`src/rtl/branch_resolve_predict.sv`:
```
// ---------------------------------------------------------------------------
// branch_resolve_predict
//
// Resolves the six RV32I conditional branches from ALU flags. Keeps a
// direct-mapped table of 2-bit saturating counters that predicts
// taken/not-taken at fetch. Compares each resolved outcome with the
// prediction carried down the pipe, and raises a registered one-cycle flush
// on a mismatch.
//
// Parameters
//   INDEX_BITS  log2 of table entries (2^INDEX_BITS counters)
//   PC_WIDTH    PC width; table index = pc[INDEX_BITS+1:2]
//
// Ports
//   clk, rst_n        clock, asynchronous active-low reset
//   fetch_pc          fetch-stage PC used for lookup
//   predict_taken     combinational prediction (counter MSB)
//   resolve_valid     execute-stage instruction valid
//   Branch            decoded conditional branch
//   func3             branch funct3
//   zero/negative/borrow  ALU compare flags
//   resolve_pc        PC of the resolving branch
//   resolve_pred      prediction captured at fetch
//   branch_result     combinational actual-taken
//   mispredict        combinational prediction mismatch
//   flush             registered one-cycle copy of mispredict
//
// Optional feature macro: BRP_STATS_EN adds 16-bit saturating
// stat_branches / stat_mispredicts outputs.
// ---------------------------------------------------------------------------
module branch_resolve_predict #(
   parameter int INDEX_BITS = 4,
   parameter int PC_WIDTH   = 32
) (
   input  logic                clk,
   input  logic                rst_n,
   input  logic [PC_WIDTH-1:0] fetch_pc,
   output logic                predict_taken,
   input  logic                resolve_valid,
   input  logic                Branch,
   input  logic [2:0]          func3,
   input  logic                zero,
   input  logic                negative,
   input  logic                borrow,
   input  logic [PC_WIDTH-1:0] resolve_pc,
   input  logic                resolve_pred,
   output logic                branch_result,
   output logic                mispredict,
`ifdef BRP_STATS_EN
   output logic [15:0]         stat_branches,
   output logic [15:0]         stat_mispredicts,
`endif
   output logic                flush
);

   localparam int ENTRIES = 1 << INDEX_BITS;

   logic [1:0]            r_table [ENTRIES];
   logic                  r_flush;
   logic [INDEX_BITS-1:0] w_fetchIdx;
   logic [INDEX_BITS-1:0] w_resIdx;
   logic                  w_cond;
   logic                  w_legal;
   logic                  w_resEn;
   logic                  w_unused;

   assign w_fetchIdx = fetch_pc[INDEX_BITS+1:2];
   assign w_resIdx   = resolve_pc[INDEX_BITS+1:2];

   // PC bits outside the index field are deliberately ignored: there are no
   // tags, so aliasing PCs share a counter.
   assign w_unused = ^{fetch_pc[PC_WIDTH-1:INDEX_BITS+2], fetch_pc[1:0],
                       resolve_pc[PC_WIDTH-1:INDEX_BITS+2], resolve_pc[1:0]};

   // Branch condition decode. Codes 010 and 011 are not branches and are
   // flagged illegal so they neither resolve taken nor train the table.
   always_comb begin
      w_cond  = 1'b0;
      w_legal = 1'b1;
      case (func3)
         3'b000:  w_cond = zero;
         3'b001:  w_cond = ~zero;
         3'b100:  w_cond = negative;
         3'b101:  w_cond = ~negative;
         3'b110:  w_cond = borrow;
         3'b111:  w_cond = ~borrow;
         default: w_legal = 1'b0;
      endcase
   end

   assign w_resEn       = resolve_valid & Branch & w_legal;
   assign branch_result = w_resEn & w_cond;
   assign mispredict    = w_resEn & (branch_result != resolve_pred);

   // Lookup reads the stored counter directly; a same-cycle update to the
   // same entry only becomes visible after the edge.
   assign predict_taken = r_table[w_fetchIdx][1];

   // Counter table: reset to weak not-taken, then trained by every
   // qualified resolve with saturating increment/decrement.
   always_ff @(posedge clk or negedge rst_n) begin
      if (!rst_n) begin
         for (int i = 0; i < ENTRIES; i++) begin
            r_table[i] <= 2'b01;
         end
      end else if (w_resEn) begin
         if (branch_result) begin
            if (r_table[w_resIdx] != 2'b11) begin
               r_table[w_resIdx] <= r_table[w_resIdx] + 2'd1;
            end
         end else begin
            if (r_table[w_resIdx] != 2'b00) begin
               r_table[w_resIdx] <= r_table[w_resIdx] - 2'd1;
            end
         end
      end
   end

   // Flush is the mispredict delayed by one edge so the front end gets a
   // clean registered redirect pulse; reset drops any pending flush.
   always_ff @(posedge clk or negedge rst_n) begin
      if (!rst_n) begin
         r_flush <= 1'b0;
      end else begin
         r_flush <= mispredict;
      end
   end

   assign flush = r_flush;

`ifdef BRP_STATS_EN
   logic [15:0] r_statBranches;
   logic [15:0] r_statMispredicts;

   // Saturating statistics: they hold at all-ones rather than wrapping so a
   // long run never reports a misleadingly small count.
   always_ff @(posedge clk or negedge rst_n) begin
      if (!rst_n) begin
         r_statBranches    <= 16'h0000;
         r_statMispredicts <= 16'h0000;
      end else if (w_resEn) begin
         if (r_statBranches != 16'hFFFF) begin
            r_statBranches <= r_statBranches + 16'd1;
         end
         if (mispredict && (r_statMispredicts != 16'hFFFF)) begin
            r_statMispredicts <= r_statMispredicts + 16'd1;
         end
      end
   end

   assign stat_branches    = r_statBranches;
   assign stat_mispredicts = r_statMispredicts;
`endif

endmodule

```
`config.mk`:
```
export PLATFORM = sky130hd
export DESIGN_NAME = branch_resolve_predict
export DESIGN_NICKNAME = d
export VERILOG_FILES = /design/src/rtl/branch_resolve_predict.sv
export SDC_FILE = /design/constraint.sdc
export NUM_CORES = 1
export LEC_CHECK = 0
export CAP_MARGIN = 20
export CORE_MARGIN = 4
export CORE_UTILIZATION = 39
export DETAILED_ROUTE_END_ITERATION = 6
export PLACE_DENSITY = 0.76
export SYNTH_ARGS = -nofsm -noshare
export SYNTH_HDL_FRONTEND = slang
export SYNTH_SLANG_ARGS = --single-unit
```
`constraint.sdc`:
```
create_clock -name clk -period 2.5 [get_ports clk]
set_input_delay 0.25 -clock clk [delete_from_list [all_inputs] [get_ports clk]]
set_output_delay 0.25 -clock clk [all_outputs]
set_load 0.02 [all_outputs]
```
### Word level (Yosys, flattened, before mapping)

Cells that the tools add are included.

| word-level totals | value |
|---|---|
| bits in registers | 33 |
| latch bits | 0 |
| memory bits (writable) | 0 |
| ROM bits | 0 |
| output and inout port bits | 4 |
| logic and storage cells | 60 |
| memories | 0 |

| cells by class | value |
|---|---|
| add/subtract/negate cells | 2 |
| multiply operators | 0 |
| divide/modulo/power cells | 0 |
| $lt $le $gt $ge | 3 |
| eq/ne operators | 8 |
| shifts and indexed selects | 0 |
| muxes and demuxes | 15 |
| bitwise operators | 9 |
| reduce and logical (&&, ||, !) cells | 6 |

Operators with widths:

| operator | number |
|---|---|
| $mux 32 | 3 |
| $bwmux 32 | 2 |
| $bmux 2 s4 | 2 |
| $eq 3x3->1 const B | 4 |
| $ge 5x5->1 const B | 2 |
| $mux 2 | 5 |
| $not 4->5 | 2 |
| $demux 2 s4 | 1 |
| $pmux 1 s6 | 1 |
| $reduce_or 6->1 | 1 |
| $lt 5x1->1 const B | 1 |
| $and 1x1->1 | 4 |
| $reduce_bool 2->1 | 2 |
| $eq 3x1->1 const B | 1 |
| $logic_not 3->1 | 1 |
| $not 1->1 | 3 |
| $reduce_and 3->1 | 1 |
| $add 2x1->2 const B | 1 |
| $ne 2x1->1 const B | 1 |
| $ne 2x2->1 const B | 1 |
| $sub 2x1->2 const B | 1 |
| $logic_and 1x1->1 | 1 |
| $mux 1 | 1 |
| $ne 1x1->1 | 1 |

### Longest topological paths before layout

| logic depth | value |
|---|---|
| depth after elaboration | 8 |
| mapped depth | 12 |
| depth with buffers taken out | 9 |

### Least setup slack after synthesis

OpenSTA, ideal clock, no wires.

| path | value |
|---|---|
| path type | in2reg |
| start point | in resolve_pc[2] |
| end point | reg r_table[11] (netlist name) |
| library setup time | 0.125 ns |
| arrival | 2.320 ns |
| data required time | 2.375 ns |
| path slack | 0.056 ns |
| stages on the path | 9 |
| path buffers | 2 |
| cell sequence | buf_4 > mux4_2 > mux4_2 > inv_1 > ha_1 > nand3_1 > clkbuf_8 > nand3_1 > mux2_2 |

| between the ends | value |
|---|---|
| longest elaborated chain between the ends | 8 |

RTL lines:

| element | RTL line | source |
|---|---|---|
| from (decl) | 45 | `input logic [PC_WIDTH-1:0] resolve_pc,` |
| $not 4->5 (not written as such) (*) | n/a |  |
| $bmux 2 s4 (tied with other cells) | n/a |  |
| $mux 2 (not written as such) or $logic_and 1x1->1 (tied branches) | n/a |  |
| $mux 2, on equally long branches | n/a |  |
| $sub 2x1->2 (tied with other cells) | 113 | `r_table[w_resIdx] <= r_table[w_resIdx] - 2'd1;` |
| $bwmux 32, on equally long branches | 113, 109 |  |
| $mux 32, on equally long branches | 112, 108 |  |
| $mux 32 | 107 | `if (branch_result) begin` |
| to (signal, indexed assignment) | 109 | `r_table[w_resIdx] <= r_table[w_resIdx] + 2'd1;` |
| to (signal, indexed assignment) | 113 |  |
| to (decl) | 58 | `logic [1:0] r_table [ENTRIES];` |

Mark *: on every way between the ends. The rest lies on a longest branch, timed or not. The select of a mux whose other input is x is not followed.
A chain may end at the register's enable or synchronous reset.

### Worst setup path in the final report

| path | value |
|---|---|
| start point | reg r_table[9] (netlist name) |
| end point | reg r_table[23] (netlist name) |

| between the ends | value |
|---|---|
| longest elaborated chain between the ends | 7 |

RTL lines:

| element | RTL line |
|---|---|
| $bmux 2 s4 (*) | n/a |
| $mux 2 (not written as such) (*) (2 in a row) | n/a |
| $sub 2x1->2 or $add 2x1->2 (tied branches) | 113, 109 |
| $bwmux 32, on equally long branches | 113, 109 |
| $mux 32, on equally long branches | 112, 108 |
| $mux 32 | 107 |

Marks and branches as above.

==> impl_metrics.py <==
metrics = {
    "run_status": {
        "status": "finished, violations left",
        "violations": "setup timing",
    },
    "critical_path": {
        "critPathKind": "flop to flop",
        "rr_startpoint": "r_table[9]",
        "rrSetupSlack_ps": -10,
        "worstPathMaxFanout": 10,
        "worst_path_most_repeated_cell": "mux4_2",
        "crit_path_cell_trace": "mux4_2, mux4_2, ha_2, a21bo_4, buf_12, nand4b_1, mux2_4",
        "worstPathRequired_ps": 2670,
        "cp-endpoint": "r_table[23]",
        "slowest_stage": "mux4_2",
        "max_stage_delay_ps": 490,
        "endpoint_kind": "flop",
        "start_kind": "flop",
        "startpoint": "r_table[9]",
        "r2r-end": "r_table[23]",
        "r2r_cells": 7,
        "worst_ep_arrival_time_ps": 2680,
    },
    "yosys": {
        "syn-cell-area_um2": 2012,
        "yosys.area.top_type": "dfrtp_1",
        "syn_nets": 229,
        "syn_inst": 152,
        "synth.cells.most_frequent": "mux2_2 (31), dfrtp_1 (17), dfstp_2 (16), mux4_2 (14), nand3_1 (12)",
        "synth_top_area_share": 0.2114,
        "avgSynthCellArea_um2": 13.24,
        "yosysUniqueCellTypes": 36,
        "synth_flop_cell": "dfrtp_1",
        "synth_area_leaders": "dfrtp_1 (21%), dfstp_2 (21%), mux2_2 (17%), mux4_2 (16%), nand3_1 (3.0%)",
        "synth_edf_count": 0,
        "yosys_register_bits": 33,
        "async_flop_share": 1.000,
        "synth.most_common_cell": "mux2_2",
        "yosys_warnings": 0,
        "synth_seq_area_share": 0.4204,
    },
    "hold_path": {
        "hold_path_class": "input pin to asynchronous set/reset pin",
    },
    "place": {
        "place.gp.congestion": 0.8866,
        "place_ws_ps": -650.5,
        "dp_hpwl_um": 3259,
        "port-buffer-count": 22,
        "dp.cells": 263,
    },
    "routing": {
        "drc_errors": 0,
        "dr_wl_met2_um": 2063,
        "initialDrtViolationCount": 187,
        "viasPerCell": 5.348,
        "wl_um": 4639,
        "routedWlPerCell_um": 16.81,
        "drt.antenna.violating_nets": 0,
        "wl_met3_um": 355,
        "drt-met1-wl_um": 2169,
        "vias": 1476,
        "dr.pass1.iters": 4,
        "highest_layer": "met4",
    },
    "sta": {
        "max_freq_mhz": 398.2,
        "finalClockSkew_ps": 4.393,
        "setup_viol": 2,
        "finalHoldViolCount": 0,
        "hold_slack_ps": 373.6,
        "fin_crit_ps": 2511,
        "max-slew-margin-rel": 0.5855,
        "max_slew.worst_pin.slew_ps": 620.4,
        "setup_slack_ps": -11.01,
        "slew_viol_final": 0,
        "rsz0062_at_grt": "true",
        "finalCritPeriodShare": 1.004,
    },
    "die": {
        "fp.coreArea_um2": 4848,
        "ios": 79,
        "die_w_um": 79.83,
        "die_area_um2": 6372,
        "die_h_um": 79.83,
        "num_rows": 25,
        "start_util": 0.4150,
    },
    "clock_network": {
        "cts_max_level": 2,
        "clk_pin_slew_worst_paths_ps": 70,
        "numCtsBuffers": 5,
        "cts_tree": "built",
        "cts_sinks": 33,
        "cts_root_buf": "clkbuf_8",
        "clk_path_buf_depth": 2,
        "hold_buffers": 0,
        "worst_skew_pair.late_latency_ps": 280,
    },
    "grt": {
        "antenna_found_initial": 0,
        "grt_pass1_wl_um": 7576,
        "grt_max_degree": 34,
        "grt_pass1_vias": 1489,
        "grt_usage": 0.1566,
        "grt_overflow_total": 0,
    },
    "power_and_ir_drop": {
        "irDropWorstVdd_uv": 405.3,
        "p_per_area_nw_per_um2": 705.2,
        "power_leakage_nw": 1.172,
        "fin_total_pwr_mw": 1.898,
    },
    "final_layout": {
        "fin_nets": 285,
        "diodes": 0,
        "fin_cells": 276,
        "final_util": 0.5551,
        "area_growth_pct": 33.77,
        "fillers": 403,
        "drive_gt1_frac": 0.5694,
    },
    "flow_run": {
        "cap_violations": 0,
    },
}
-- worst min path at each step --
stage                           from           to  slack [ps]
after floorplan                rst_n        flush         -50
after global placement    r_table[7]   r_table[7]         520
after detailed placement  r_table[7]   r_table[7]         530
after CTS                      rst_n        flush         390
after global routing           rst_n  r_table[23]         410
final                          rst_n  r_table[23]         370
-- repair_timing --
item / CTS / global route
resized for setup: 10 / 11
cloned: 1 / 1
buffers inserted: 2 / 1
pin swaps: 1 / 2
endpoints found under the setup margin: 33 / 26
-- report_power, final --
group | internal [mW] | switching [mW] | total, mW
Sequential | 0.713 | 0.0797 | 0.792
Clock | 0.224 | 0.188 | 0.412
Combinational | 0.415 | 0.278 | 0.693
Total | 1.35 | 0.546 | 1.90
-- stage by stage --
stage	cell area, um^2	setup TNS (ps)
global placement	2495	-17390
floorplan	2012	0
CTS	2638	-33.33
detailed placement	2495	-18530
global route	2691	-742.2
finish	2691	-20.47
-- critical path, delay by kind of cell, from the launching register on --
family          cells  cell delay (ps)
fa+ha+maj           1              190
buf+inv             1              120
compound gates      1              200
mux                 3             1310
simple gates        1              180
flops               1              390
-- cell type report --
type | instances | area, um^2 | area share
Tap cell | 67 | 83.83 | 0.03115
Timing Repair Buffer | 56 | 510.5 | 0.1897
Clock buffer | 8 | 90.09 | 0.03347
Multi-Input combinational cell | 109 | 1150 | 0.4272
Sequential cell | 33 | 845.8 | 0.3143
Inverter | 3 | 11.26 | 0.004184
-- layout by cell type (no fill, tap or decap), types with 2 or more instances in the layout --
cell	netlist	routed
nand3_2	1	4
dfstp_2	16	16
mux2_4	0	3
dlygate4sd2_1	0	3
clkbuf_1	0	2
and3_1	3	3
buf_12	0	2
dlymetal6s2s_1	0	2
xnor2_1	2	2
nand4b_1	2	2
dfrtp_1	17	17
clkdlybuf4s50_1	0	17
mux2_2	31	29
inv_1	2	2
mux4_2	14	14
buf_4	3	28
nor2b_1	2	2
clkbuf_8	1	6
nor2_1	8	8
buf_6	2	3
nand2_1	10	10
xor2_1	2	2
nor4_1	4	4
nand3_1	12	8
or4_4	2	2
-- per-layer routing --
metal  vias to the layer above  GRT usage
met1                       725     0.2189
met2                        55     0.2346
met4                         0    0.05743
met3                         4    0.03950
met5                         -          0
li1                        692          -
-- cells by family (layout without fill, tap and decap cells) --
logic type      Yosys count  after routing  share of synthesized area
simple gates             52             52                     0.1474
buf+inv                  10             67                    0.03731
xor+xnor                  5              5                    0.02550
compound gates            4              4                    0.02114
flops                    33             33                     0.4204
mux                      46             46                     0.3358
fa+ha+maj                 2              2                    0.01244
No activity file was read; power rests on OpenSTA's default activity.
